### config.mk
export PLATFORM = sky130hd
export DESIGN_NAME = if_prefetch_flat
export DESIGN_NICKNAME = d
export VERILOG_FILES = /design/src/rtl/rv32_pkg.sv /design/src/rtl/if_prefetch_if.sv /design/src/rtl/pf_fifo.sv /design/src/rtl/if_prefetch.sv /design/src/flat_wrapper.sv
export SDC_FILE = /design/constraint.sdc
export NUM_CORES = 1
export LEC_CHECK = 0
export BUFFER_PORTS_ARGS = -buffer_cell sky130_fd_sc_hd__buf_2
export CORE_MARGIN = 3
export CORE_UTILIZATION = 35
export CTS_CLUSTER_SIZE = 10
export DETAILED_ROUTE_END_ITERATION = 10
export HOLD_SLACK_MARGIN = 0.08
export PLACE_DENSITY = 0.49
export SLEW_MARGIN = 15
export SYNTH_ARGS = -nofsm -noshare
export SYNTH_HDL_FRONTEND = slang
export SYNTH_SLANG_ARGS = --single-unit
### constraint.sdc
create_clock -name clk -period 7.1 [get_ports clk]
set_input_delay 0.71 -clock clk [delete_from_list [all_inputs] [get_ports clk]]
set_output_delay 0.71 -clock clk [all_outputs]
set_load 0.02 [all_outputs]
### src/rtl/rv32_pkg.sv
// rv32_pkg: shared RV32 constants and the prefetch buffer entry type
package rv32_pkg;
   localparam int XLEN = 32;
   localparam logic [XLEN-1:0] NOP_INSTR = 32'h0000_0013;
   localparam logic [XLEN-1:0] PC_STEP = 32'd4;
   typedef struct packed {
      logic [XLEN-1:0] pc;
      logic [XLEN-1:0] instr;
   } fetch_entry_t;
endpackage

### src/rtl/if_prefetch_if.sv
// if_prefetch_if: instruction-memory request/response bus between prefetcher and memory
interface if_prefetch_if;
   import rv32_pkg::*;
   logic            imem_req_valid;
   logic            imem_req_ready;
   logic [XLEN-1:0] imem_req_addr;
   logic            imem_rsp_valid;
   logic [XLEN-1:0] imem_rsp_data;
   modport master (
      output imem_req_valid, imem_req_addr,
      input  imem_req_ready, imem_rsp_valid, imem_rsp_data
   );
   modport slave (
      input  imem_req_valid, imem_req_addr,
      output imem_req_ready, imem_rsp_valid, imem_rsp_data
   );
endinterface

### src/rtl/pf_fifo.sv
// pf_fifo: DEPTH-entry {pc,instr} synchronous FIFO with occupancy count and flush
module pf_fifo import rv32_pkg::*; #(
   parameter int DEPTH = 4
) (
   input  logic                   clk,
   input  logic                   rst,
   input  logic                   flush,
   input  logic                   push,
   input  fetch_entry_t           din,
   input  logic                   pop,
   output fetch_entry_t           dout,
   output logic [$clog2(DEPTH):0] count
);
   localparam int AW = $clog2(DEPTH);
   localparam int CW = AW + 1;
   fetch_entry_t mem [DEPTH];
   logic [AW-1:0] rd_ptr, wr_ptr;
   logic wr, rd;
   always_comb begin
      rd = rst && !flush && pop && count != '0;
      wr = rst && !flush && push && (count != CW'(DEPTH) || rd);
      dout = mem[rd_ptr];
   end
   always_ff @(posedge clk)
      if (wr) mem[wr_ptr] <= din;
   always_ff @(posedge clk)
      if (!rst || flush) begin
         rd_ptr <= '0;
         wr_ptr <= '0;
         count <= '0;
      end else begin
         if (wr) wr_ptr <= wr_ptr + AW'(1);
         if (rd) rd_ptr <= rd_ptr + AW'(1);
         count <= count + CW'(wr) - CW'(rd);
      end
endmodule

### src/rtl/if_prefetch.sv
// if_prefetch: instruction prefetcher with credit-bounded requests, buffer and redirect discard
module if_prefetch import rv32_pkg::*; #(
   parameter int              DEPTH    = 4,
   parameter logic [XLEN-1:0] RESET_PC = 32'h0000_0000
) (
   input  logic            clk,
   input  logic            rst,
   if_prefetch_if.master   imem,
   input  logic            stall,
   input  logic            redirect,
   input  logic [XLEN-1:0] redirect_pc,
   output logic            instr_valid,
   output logic [XLEN-1:0] instr_fetch,
   output logic [XLEN-1:0] pc
);
   localparam int CW = $clog2(DEPTH) + 1;
   logic [XLEN-1:0] fetch_pc, rsp_pc, last_pc, new_pc;
   logic [CW-1:0] count, outs, disc, inflight;
   logic fire, rsp, push, pop;
   fetch_entry_t head, wdata;
   always_comb begin
      imem.imem_req_valid = rst && (({1'b0, count} + {1'b0, outs}) < (CW + 1)'(DEPTH));
      imem.imem_req_addr = fetch_pc;
      fire = imem.imem_req_valid && imem.imem_req_ready;
      rsp = imem.imem_rsp_valid;
      inflight = outs + CW'(fire) - CW'(rsp);
      new_pc = redirect_pc & ~32'h3;
      push = rsp && disc == '0 && !redirect;
      wdata = '{pc: rsp_pc, instr: imem.imem_rsp_data};
      instr_valid = count != '0;
      pop = instr_valid && !stall && !redirect;
      instr_fetch = instr_valid ? head.instr : NOP_INSTR;
      pc = instr_valid ? head.pc : last_pc;
   end
   pf_fifo #(.DEPTH(DEPTH)) u_fifo (
      .clk   (clk),
      .rst   (rst),
      .flush (redirect),
      .push  (push),
      .din   (wdata),
      .pop   (pop),
      .dout  (head),
      .count (count)
   );
   // rsp_pc tracks the address of the next kept response, so entries need no address queue
   always_ff @(posedge clk)
      if (!rst) begin
         fetch_pc <= RESET_PC;
         rsp_pc <= RESET_PC;
         last_pc <= RESET_PC;
         outs <= '0;
         disc <= '0;
      end else begin
         outs <= inflight;
         if (instr_valid) last_pc <= head.pc;
         if (redirect) begin
            fetch_pc <= new_pc;
            rsp_pc <= new_pc;
            disc <= inflight;
         end else begin
            if (fire) fetch_pc <= fetch_pc + PC_STEP;
            if (push) rsp_pc <= rsp_pc + PC_STEP;
            if (rsp && disc != '0) disc <= disc - CW'(1);
         end
      end
endmodule
### src/flat_wrapper.sv
// flat-port wrapper written by rule: the top's interface ports become plain ports
module if_prefetch_flat import rv32_pkg::*;
#(
   parameter int              DEPTH    = 4,
   parameter logic [XLEN-1:0] RESET_PC = 32'h0000_0000
)
  (clk, rst, stall, redirect, redirect_pc, instr_valid, instr_fetch, pc, imem_imem_req_valid, imem_imem_req_addr, imem_imem_req_ready, imem_imem_rsp_valid, imem_imem_rsp_data);
  if_prefetch_if imem_i ();
  input  logic clk;
  input  logic rst;
  input  logic stall;
  input  logic redirect;
  input  logic [XLEN-1:0] redirect_pc;
  output logic instr_valid;
  output logic [XLEN-1:0] instr_fetch;
  output logic [XLEN-1:0] pc;
  output wire logic [$bits(imem_i.imem_req_valid)-1:0] imem_imem_req_valid;
  output wire logic [$bits(imem_i.imem_req_addr)-1:0] imem_imem_req_addr;
  input wire logic [$bits(imem_i.imem_req_ready)-1:0] imem_imem_req_ready;
  input wire logic [$bits(imem_i.imem_rsp_valid)-1:0] imem_imem_rsp_valid;
  input wire logic [$bits(imem_i.imem_rsp_data)-1:0] imem_imem_rsp_data;
  assign imem_imem_req_valid = imem_i.imem_req_valid;
  assign imem_imem_req_addr = imem_i.imem_req_addr;
  assign imem_i.imem_req_ready = imem_imem_req_ready;
  assign imem_i.imem_rsp_valid = imem_imem_rsp_valid;
  assign imem_i.imem_rsp_data = imem_imem_rsp_data;
  if_prefetch #(.DEPTH(DEPTH), .RESET_PC(RESET_PC)) u_core (.clk(clk), .rst(rst), .imem(imem_i), .stall(stall), .redirect(redirect), .redirect_pc(redirect_pc), .instr_valid(instr_valid), .instr_fetch(instr_fetch), .pc(pc));
endmodule
==> load_flow_metrics.sql <==
INSERT INTO impl_metrics (metric_group, metric, value, unit) VALUES
('clocking', 'clk_latency', '550', 'ps'),
('finish', 'post_route_cells_drive_above_1_share', '28.1', '%'),
('worst_setup_path', 'crit_family', 'flip-flops', ''),
('worst_setup_path', 'worstReg2RegStart', 'u_core.disc[0]$_SDFFE_PN0P_', ''),
('floorplan', 'die_area', '45000', 'sq um'),
('worst_setup_path', 'critical_path.max_fanout', '39', ''),
('global_route', 'groute.usage.overall', '15.7', '%'),
('worst_setup_path', 'cp_cell_sequence', 'buf_4 > mux4_2 > mux2_1 > buf_2', ''),
('worst_setup_path', 'cp.required', '6390', 'ps'),
('floorplan', 'num_rows', '74', ''),
('yosys', 'ys.warnings.count', '0', ''),
('yosys', 'synthTopCellsByCount', 'edfxtp_1 (248), dfxtp_1 (107), and2_1 (76), mux4_2 (62), clkbuf_1 (45)', ''),
('floorplan', 'initial_core_util', '35.9', '%'),
('pwr', 'clk_pwr_share', '42.6', '%'),
('yosys', 'synth_top_flop_cell', 'edfxtp_1', ''),
('worst_setup_path', 'arrival', '3120', 'ps'),
('clocking', 'ctsLongestPathBuffers', '3', ''),
('sta', 'finalSetupViolCount', '0', ''),
('worst_setup_path', 'cp-start-kind', 'flip-flop', ''),
('finish', 'nNetsFinal', '1265', ''),
('sta', 'worst-slew-pin-transition', '1040', 'ps'),
('clocking', 'cts_repair_resize_count', '0', ''),
('sta', 'timing.final.max_slew_violations', '0', ''),
('yosys', 'ys_seq_area_share', '64.5', '%'),
('global_route', 'wire_length_of_the_first_global_routing_pass', '54.7', 'mm'),
('pwr', 'p_leak', '6.11', 'nW'),
('route', 'drtAntennaViolNets', '0', ''),
('yosys', 'synth_edf_count', '248', ''),
('clocking', 'clock_tree_from_tritoncts', 'yes', ''),
('sta', 'clock_skew', '8.58', 'ps'),
('clocking', 'postCtsSetupBuffers', '0', ''),
('placement', 'dpl-instance-area', '16200', 'sq um'),
('sta', 'post-route-worst-setup-slack', '3270', 'ps'),
('pwr', 'cell_internal_power_dissipation', '3.62', 'mW'),
('floorplan', 'fp.dieH', '212', 'microns'),
('worst_setup_path', 'worstSetupPathType', 'reg -> out', ''),
('worst_setup_path', 'worstSetupPathDepth', '4', ''),
('placement', 'preCtsSetupSlack', '3210', 'ps'),
('status', 'outcome', 'complete, no violations', ''),
('yosys', 'syn_avg_cell_area', '14.6', 'sq um'),
('worst_setup_path', 'reg2reg_to', 'u_core.u_fifo.mem[1][25]$_DFFE_PP_', ''),
('route', 'post_drt_wl_per_cell', '20.2', 'microns'),
('yosys', 'fraction_of_registers_with_async_set_reset', '0', '%'),
('yosys', 'post-synth-top-count-cell', 'edfxtp_1', ''),
('sta', 'report.final.hold_viol_count', '0', ''),
('yosys', 'synth_largest_type_area_fraction', '50.1', '%'),
('pwr', 'power_frac_comb', '7.1', '%'),
('yosys', 'mappedNetlistArea', '14900', 'sq um'),
('sta', 'rsz0062_at_grt', 'no', ''),
('global_route', 'via_count_of_the_first_global_routing_pass', '9372', ''),
('sta', 'max_slew_margin', '30.4', '%'),
('pwr', 'power_density_over_cell_area', '268', 'nW/um^2'),
('placement', 'gpl.final_weighted_congestion', '0.810', ''),
('pwr', 'power', '4.68', 'mW'),
('floorplan', 'coreArea', '41400', 'sq um'),
('placement', 'portBuffers', '163', ''),
('sta', 'period_share', '53.9', '%'),
('yosys', 'yosys.cell_types.count', '66', ''),
('sta', 'max_freq', '0.261', 'GHz'),
('global_route', 'grt_remaining_overflow', '0', ''),
('finish', 'final_area', '17500', 'sq um'),
('yosys', 'synth_top_cells_by_area', 'edfxtp_1 (50%), dfxtp_1 (14%), mux4_2 (9.4%), and2_1 (3.2%), mux2_2 (2.0%)', ''),
('route', 'drt-vias-per-instance', '5.26', ''),
('pwr', 'power_switching_share', '22.7', '%'),
('finish', 'fill_cells', '3843', ''),
('global_route', 'initial_antenna_violation_count', '0', ''),
('placement', 'place.detailed.hpwl', '22.1', 'mm'),
('route', 'drt-total-wl', '35.2', 'mm'),
('worst_hold_path', 'timing.hold.worst.start', 'imem_imem_rsp_data[6]', ''),
('worst_setup_path', 'timing.reg2reg.worst_path_depth', '6', ''),
('flow_run', 'maxCapViolCount', '0', '');
power by group through the flow:
stage | combinational [mW] | clock [mW] | sequential [mW]
2_1_floorplan | 0.215 | 0 | 2.38
3_3_place_gp | 0.335 | 0 | 2.39
3_5_place_dp | 0.339 | 0 | 2.39
4_1_cts | 0.340 | 2.06 | 2.35
5_1_grt | 0.374 | 2.15 | 2.36
6_report | 0.334 | 1.99 | 2.35
per-layer routing:
metal  vias to the layer above  part of all wire, %  track usage, %
li1                       4319                    -               -
met1                      4592                   47            22.1
met2                       205                   46            24.6
met3                        50                  4.9            3.63
met4                         0                  2.0            4.25
met5                         -                    0               0
sequential cells by signal, summed over array words and instances (netlist names), named ones only:
name and flops:
u_core.u_fifo.wr_ptr 2, u_core.imem.imem_req_addr 30, u_core.u_fifo.mem 248, u_core.last_pc 32
u_core.u_fifo.rd_ptr 2, u_core.rsp_pc 30, u_core.u_fifo.count 3, u_core.disc 3
u_core.outs 3
worst reg2reg max path, cell delays in order (launching register included):
cell	delay, ps
dfxtp_1	290
inv_1	100
ha_1	270
and3b_1	320
o311a_1	390
and2_2	850
buf_4	560
how the worst min path moves through the flow:
stage / to / slack [ps] / cells after the start
after floorplan: u_core.last_pc[0]$_SDFF_PN0_ / 450 / 1
after global placement: u_core.last_pc[0]$_SDFF_PN0_ / 470 / 1
after CTS: u_core.u_fifo.mem[2][6]$_DFFE_PP_ / 340 / 1
final: u_core.u_fifo.mem[2][6]$_DFFE_PP_ / 380 / 1
after global routing: u_core.u_fifo.mem[2][2]$_DFFE_PP_ / 350 / 1
after detailed placement: u_core.last_pc[1]$_SDFF_PN0_ / 470 / 1
final cells by class:
| class | instances | area, sq um | area share, % |
|---|---|---|---|
| clock buffers | 74 | 1220 | 7.00 |
| clock inverters | 3 | 43.8 | 0.251 |
| inverters | 20 | 75.1 | 0.430 |
| multi-input cells | 584 | 4950 | 28.4 |
| flip-flops and latches | 355 | 9590 | 54.9 |
| well taps | 532 | 666 | 3.81 |
| repair buffers | 176 | 913 | 5.23 |
kinds of logic after synthesis:
kind of cell	share of synthesized area (%)
AOI/OAI and AO/OA	5.61
xor gates and xnor gates	1.06
adders and majority gates	1.45
buffers and inverters	2.29
DFF	64.5
muxes	11.8
other	0.0252
and+or+nand+nor	13.3
layout by cell type (no fill, tap or decap), types with 5 or more instances in the layout:
cell type  synthesis  final
a211oi_1          11     11
a21oi_1           18     18
a311oi_1           9      9
a31oi_1           17     17
and2_1            76     72
and3_1            14     14
and4_1            16     16
buf_2             13    163
buf_4              3     13
clkbuf_1          45     28
clkbuf_16          0     43
dfxtp_1          107    105
edfxtp_1         248    248
ha_1              14     14
inv_1             18     17
mux2_2            26     26
mux4_2            62     62
nand2_1           39     39
nand2b_1           9      9
nand3_1           29     29
nand4_1           27     27
nor2_1            28     28
nor2b_1            5      5
nor3_1            16     16
nor4_1            19     19
nor4b_1            6      6
o21a_1             5      5
o21ai_0           31     31
o31ai_1           15     15
or2_2              7      7
or4_1             15     15
xnor2_1           14     14
through the flow:
step	instances	utilization, %
global placement	1667	39.1
finish	1744	42.2
global route	1744	42.2
CTS	1744	42.2
detailed placement	1667	39.1
floorplan	1022	-
No activity file was read; power rests on OpenSTA's default activity.
